### src/rtl/dh_pkg.sv
// rtl/dh_pkg.sv - shared state encoding and default widths for the modexp engine
package dh_pkg;

    localparam int DH_W  = 32;
    localparam int DH_EW = 32;

    typedef enum logic [2:0] {
        IDLE,
        LOAD,
        SQR,
        MUL,
        DONE
    } state_t;

endpackage

### src/rtl/dh_modmul.sv
// rtl/dh_modmul.sv - W-cycle interleaved shift-add-reduce modular multiplier (x*y mod p)
module dh_modmul
    import dh_pkg::*;
#(
    parameter int W = DH_W
) (
    input  logic         clk,
    input  logic         rst,
    input  logic         go,
    input  logic [W-1:0] x,
    input  logic [W-1:0] y,
    input  logic [W-1:0] p,
    output logic         rdy,
    output logic [W-1:0] prod
);

    localparam int CW = $clog2(W + 1);

    logic [CW-1:0] cnt;
    logic [CW-1:0] idx;
    logic          active;
    logic [W-1:0]  ysh;
    logic [W-1:0]  t;
    logic [W-1:0]  t_in;
    logic [W:0]    t_dbl;
    logic [W:0]    t_add;
    logic          ybit;

    // The go cycle performs the first iteration itself, so a multiply occupies
    // exactly W cycles and prod/rdy are presented combinationally on the last one.
    always_comb begin
        t_in  = go ? '0 : t;
        idx   = go ? '0 : cnt;
        ybit  = go ? y[W-1] : ysh[W-1];
        t_dbl = {t_in, 1'b0};
        if (t_dbl >= {1'b0, p}) t_dbl = t_dbl - {1'b0, p};
        t_add = t_dbl + (ybit ? {1'b0, x} : '0);
        if (t_add >= {1'b0, p}) t_add = t_add - {1'b0, p};
        prod  = t_add[W-1:0];
        rdy   = (go || active) && (idx == CW'(W - 1));
    end

    always_ff @(posedge clk) begin
        if (rst) begin
            active <= 1'b0;
            cnt    <= '0;
        end else begin
            active <= (go || active) && !rdy;
            if (go || active) begin
                t   <= prod;
                cnt <= idx + 1'b1;
                ysh <= (go ? y : ysh) << 1;
            end
        end
    end

endmodule

### src/rtl/dh_modexp.sv
// rtl/dh_modexp.sv - left-to-right square-and-multiply base^expo mod p engine
// Option: DH_MODEXP_CONST_TIME_EN runs MUL on every exponent bit for fixed latency.
module dh_modexp
    import dh_pkg::*;
#(
    parameter int W  = DH_W,
    parameter int EW = DH_EW
) (
    input  logic          clk,
    input  logic          rst,
    input  logic          start,
    input  logic [W-1:0]  base,
    input  logic [EW-1:0] expo,
    input  logic [W-1:0]  p,
    output logic          busy,
    output logic          done,
    output logic          err,
    output logic [W-1:0]  result
);

    localparam int BW = (EW > 1) ? $clog2(EW) : 1;

    state_t        state;
    logic [W-1:0]  acc;
    logic [W-1:0]  b;
    logic [W-1:0]  pr;
    logic [EW-1:0] e;
    logic [BW-1:0] bcnt;
    logic          mgo;
    logic [W-1:0]  mx;
    logic [W-1:0]  my;
    logic [W-1:0]  prod;
    logic [W-1:0]  acc_new;
    logic          rdy;
    logic          ebit;
    logic          last;
    logic          mul_next;
    logic          take;

    assign ebit = e[EW-1];
    assign last = (bcnt == '0);

`ifdef DH_MODEXP_CONST_TIME_EN
    assign mul_next = 1'b1;
    assign take     = ebit;
`else
    assign mul_next = ebit;
    assign take     = 1'b1;
`endif

    assign acc_new = (state == MUL && !take) ? acc : prod;

    // LOAD reduces an arbitrary base as 1*base, so only x needs to be below p.
    always_comb begin
        mx = acc;
        my = acc;
        case (state)
            LOAD: begin
                mx = W'(1);
                my = b;
            end
            MUL: my = b;
            default: ;
        endcase
    end

    dh_modmul #(.W(W)) u_modmul (
        .clk  (clk),
        .rst  (rst),
        .go   (mgo),
        .x    (mx),
        .y    (my),
        .p    (pr),
        .rdy  (rdy),
        .prod (prod)
    );

    always_ff @(posedge clk) begin
        if (rst) begin
            state  <= IDLE;
            busy   <= 1'b0;
            done   <= 1'b0;
            err    <= 1'b0;
            result <= W'(1);
            mgo    <= 1'b0;
        end else begin
            mgo  <= 1'b0;
            done <= 1'b0;
            case (state)
                IDLE: if (start) begin
                    pr   <= p;
                    b    <= base;
                    e    <= expo;
                    acc  <= W'(1);
                    bcnt <= BW'(EW - 1);
                    if (p < W'(2)) begin
                        state  <= DONE;
                        done   <= 1'b1;
                        err    <= (p == '0);
                        result <= '0;
                    end else begin
                        state <= LOAD;
                        busy  <= 1'b1;
                        mgo   <= 1'b1;
                    end
                end
                LOAD: if (rdy) begin
                    b     <= prod;
                    state <= SQR;
                    mgo   <= 1'b1;
                end
                SQR, MUL: if (rdy) begin
                    acc <= acc_new;
                    if (state == SQR && mul_next) begin
                        state <= MUL;
                        mgo   <= 1'b1;
                    end else if (last) begin
                        state  <= DONE;
                        done   <= 1'b1;
                        busy   <= 1'b0;
                        err    <= 1'b0;
                        result <= acc_new;
                    end else begin
                        e     <= e << 1;
                        bcnt  <= bcnt - 1'b1;
                        state <= SQR;
                        mgo   <= 1'b1;
                    end
                end
                DONE:    state <= IDLE;
                default: state <= IDLE;
            endcase
        end
    end

endmodule

### config.mk
export PLATFORM = sky130hd
export DESIGN_NAME = dh_modexp
export DESIGN_NICKNAME = d
export VERILOG_FILES = /design/src/rtl/dh_pkg.sv /design/src/rtl/dh_modmul.sv /design/src/rtl/dh_modexp.sv
export SDC_FILE = /design/constraint.sdc
export NUM_CORES = 1
export LEC_CHECK = 0
export CELL_PAD_IN_SITES_DETAIL_PLACEMENT = 0
export CELL_PAD_IN_SITES_GLOBAL_PLACEMENT = 1
export CORE_UTILIZATION = 40
export DETAILED_ROUTE_END_ITERATION = 7
export PLACE_DENSITY = 0.69
export SLEW_MARGIN = 20
export SYNTH_ARGS = -nofsm -noshare
export SYNTH_HDL_FRONTEND = slang
export SYNTH_SLANG_ARGS = --single-unit
### constraint.sdc
create_clock -name clk -period 10.2 [get_ports clk]
set_input_delay 3.06 -clock clk [delete_from_list [all_inputs] [get_ports clk]]
set_output_delay 3.06 -clock clk [all_outputs]
set_load 0.03 [all_outputs]
==> results by group <==
Drt
  • Routed Antenna Nets: 0
  • Vias per inst: 5.307
  • DRC Markers: 0
  • 1st-iter DRT viols: 772
  • WL/cell: around 20 um
  • DRT Wirelength: between 40 and 50 mm
  • DR vias: ~12000
  • Drt pass-1 iters: 5

Yosys
  • Mean Syn Cell Area: between 9 and 10 um2
  • Synth Area in Adders: under 10%
  • Post-synthesis simple-gate area fraction: around 17%
  • Seq/Total Area, Yosys: ~44%
  • Top FF cell, synth: edfxtp_1
  • Syn Nets: roughly 1900
  • Largest family of logic cells by synthesized area: simple AND/OR/NAND/NOR gates
  • Largest cells by area after synthesis: edfxtp_1 38%, ha_1 7.9%, dfxtp_1 6.0%
  • Synthesized cell area: between 15000 and 20000 um2
  • Synth unique cells: 70
  • Synth top area share: a little under two fifths
  • Post-Syn Instances: about 1700
  • Synth top cells by count: 227 x nand2_1, 196 x edfxtp_1, 154 x nor2_1
  • Ys Warns: 0
  • Post-synthesis compound-gate area fraction: around 16%
  • Asr flop ratio synth: 0%
  • Post-synthesis xor/xnor area fraction: under 10%
  • Number of synthesized flops with an enable pin: about 200
  • Number of synthesized register bits: ~240
  • Largest area contributor in the netlist: edfxtp_1
  • Most frequent cell after synthesis: nand2_1
  • Mux cell area share after synthesis: between 4 and 5%

Timing
  • Worst-Margin Slew: about 1.1 ns
  • Unrepaired setup endpoints after global routing: no
  • Final worst path period need: between 9 and 10 ns
  • Final hold violations: 0
  • Slew Limit Fails: 0
  • Final setup violation count: 0
  • Slew margin rel.: between 20 and 30%
  • Skew final: approximately 0.029 ns
  • Fin crit share: around nine tenths
  • Setup TNS Final: 0 ns
  • Achievable frequency: 0.1076 GHz

Setup path
  • Crit Path Category: flip-flop to flip-flop
  • Crit-path max cell delay: around 0.66 ns
  • Worst-path fanout max: 47
  • Cell mode on critical path: nand4_1
  • Worst setup EP type: flip-flop
  • CP Launch Type: flip-flop
  • Cells on worst reg2reg path: 30
  • CP max-delay cell: dfxtp_4
  • CP arrival: 9.60 ns
  • Critical Path RT: between 10 and 15 ns

Die
  • Chip height: 198.0 um
  • Horiz. Die Dim: about 200 um
  • Total die area: ~39000 um2
  • FP Rows: approximately 70
  • Io pins: roughly 130
  • Initial Util: around two fifths
  • Core area: 37760 um2

Worst hold path
  • Hold depth: 2
  • Worst Hold Class: flip-flop to flip-flop

Global routing
  • Antenna violations before repair: 1
  • Largest net degree at the start of global routing: 65
  • First-pass GRT wire length: between 70 and 80 mm
  • Global Route Usage Sum: between 20 and 25%
  • Gr ovfl total: 0
  • Vias in the first global route: 11880

Placement
  • RePlAce Congestion: a little over 0.9
  • Port-buffer cells: roughly 130
  • Hpwl dp: approximately 35 mm

Clocking
  • CTS tree: done
  • Clock Sinks: approximately 240
  • Root Driver: clkbuf_16
  • Resized Gates After CTS: 0
  • Max clock buf depth: 3
  • CTS Hold Buffers Added: 0
  • H-tree Lvls: 1
  • Clock slew seen by the registers of the worst setup and hold paths: around 0.060 ns
  • Post-CTS Setup Inserts: 0
  • CTS Buf Count: 29
  • Clk Latency, worst-skew pair: approximately 0.59 ns

Job
  • Max Cap Violations: 0

Layout
  • Share of layout cells above drive strength 1: approximately 5.2%
  • ANT cells: 0
  • Layout Nets: 1959
  • Area Overhead vs Synth: 18.27%

Run status
  • Status: finished, final reports clean
-- worst paths after layout --
kind	from	to	slack [ns]
max	mgo	b[6]	0.91
max reg2reg	mgo	b[6]	0.91
min	result[15]	result[15]	0.45
min reg2reg	result[15]	result[15]	0.45
-- sequential cells by signal, summed over array words and instances (netlist names), 3 cells and up --
signal        count
u_modmul.ysh     31
state             3
u_modmul.cnt      6
e                32
u_modmul.t       32
pr               32
acc              32
result           32
bcnt              5
b                32
-- logic make-up after synthesis --
| kind of cell | Yosys count |
|---|---|
| simple gates | 570 |
| xor+xnor | 95 |
| flops | 242 |
| fa+ha+maj | 100 |
| buf+inv | 170 |
| compound gates | 406 |
| mux | 72 |
-- per-stage QoR --
step                std cells  utilization, %  setup WS, ns  hold slack (ns)  cell area [um2]
finish                   2294           48.13        0.9055           0.4539            18170
global route             2294           48.13        0.2430           0.4754            18170
CTS                      2294           48.13        0.8890           0.4537            18170
detailed placement       2240           45.56        0.9691           0.4453            17200
global placement         2240           45.56         1.042           0.4408            17200
floorplan                1655               -         2.541           0.4410            15360
-- cells in the final DEF (no fill, tap or decap), drive strengths merged, types with 17 or more instances in the layout --
master / synthesis / routed
clkdlybuf4s50: 0 / 133
and2: 39 / 39
clkbuf: 60 / 42
xor2: 35 / 35
a31oi: 17 / 17
mux2i: 62 / 62
nand4: 21 / 21
xnor2: 60 / 60
edfxtp: 196 / 196
a21o: 47 / 47
o21ai: 110 / 110
ha: 97 / 97
a21oi: 146 / 146
inv: 96 / 97
nor2b: 43 / 43
nand2: 227 / 227
nor2: 154 / 154
nand3: 24 / 24
dfxtp: 46 / 46
-- critical path: cells and delay by family, from the launching register on --
| kind | cells | cell delay [ns] |
|---|---|---|
| fa+ha+maj | 3 | 1.13 |
| mux | 2 | 1.02 |
| buf+inv | 3 | 0.70 |
| simple gates | 11 | 2.11 |
| compound gates | 10 | 3.06 |
| flops | 1 | 0.66 |
| xor+xnor | 1 | 0.31 |
-- final cells by class --
cell class / instances / area [um2]
timing repair buffer: 148 / 1444
tap: 511 / 639.4
fill: 3649 / 19590
inverter: 96 / 360.3
sequential: 242 / 6810
multi-input combinational: 1243 / 7948
clock buffer: 42 / 834.6
clock inverter: 12 / 133.9
-- layer usage --
metal | global-route usage, % | part of all wire (%) | wire, um | vias up
li1 | - | - | - | 6092
met1 | 36.65 | 50 | 23210 | 5704
met2 | 35.13 | 41 | 19280 | 338
met3 | 4.667 | 7.1 | 3322 | 41
met4 | 4.364 | 1.5 | 709 | 0
met5 | 0 | 0 | 0 | -
Power is not shown: default switching activity piles up to over one toggle a cycle in this logic, so the estimate is an artifact.
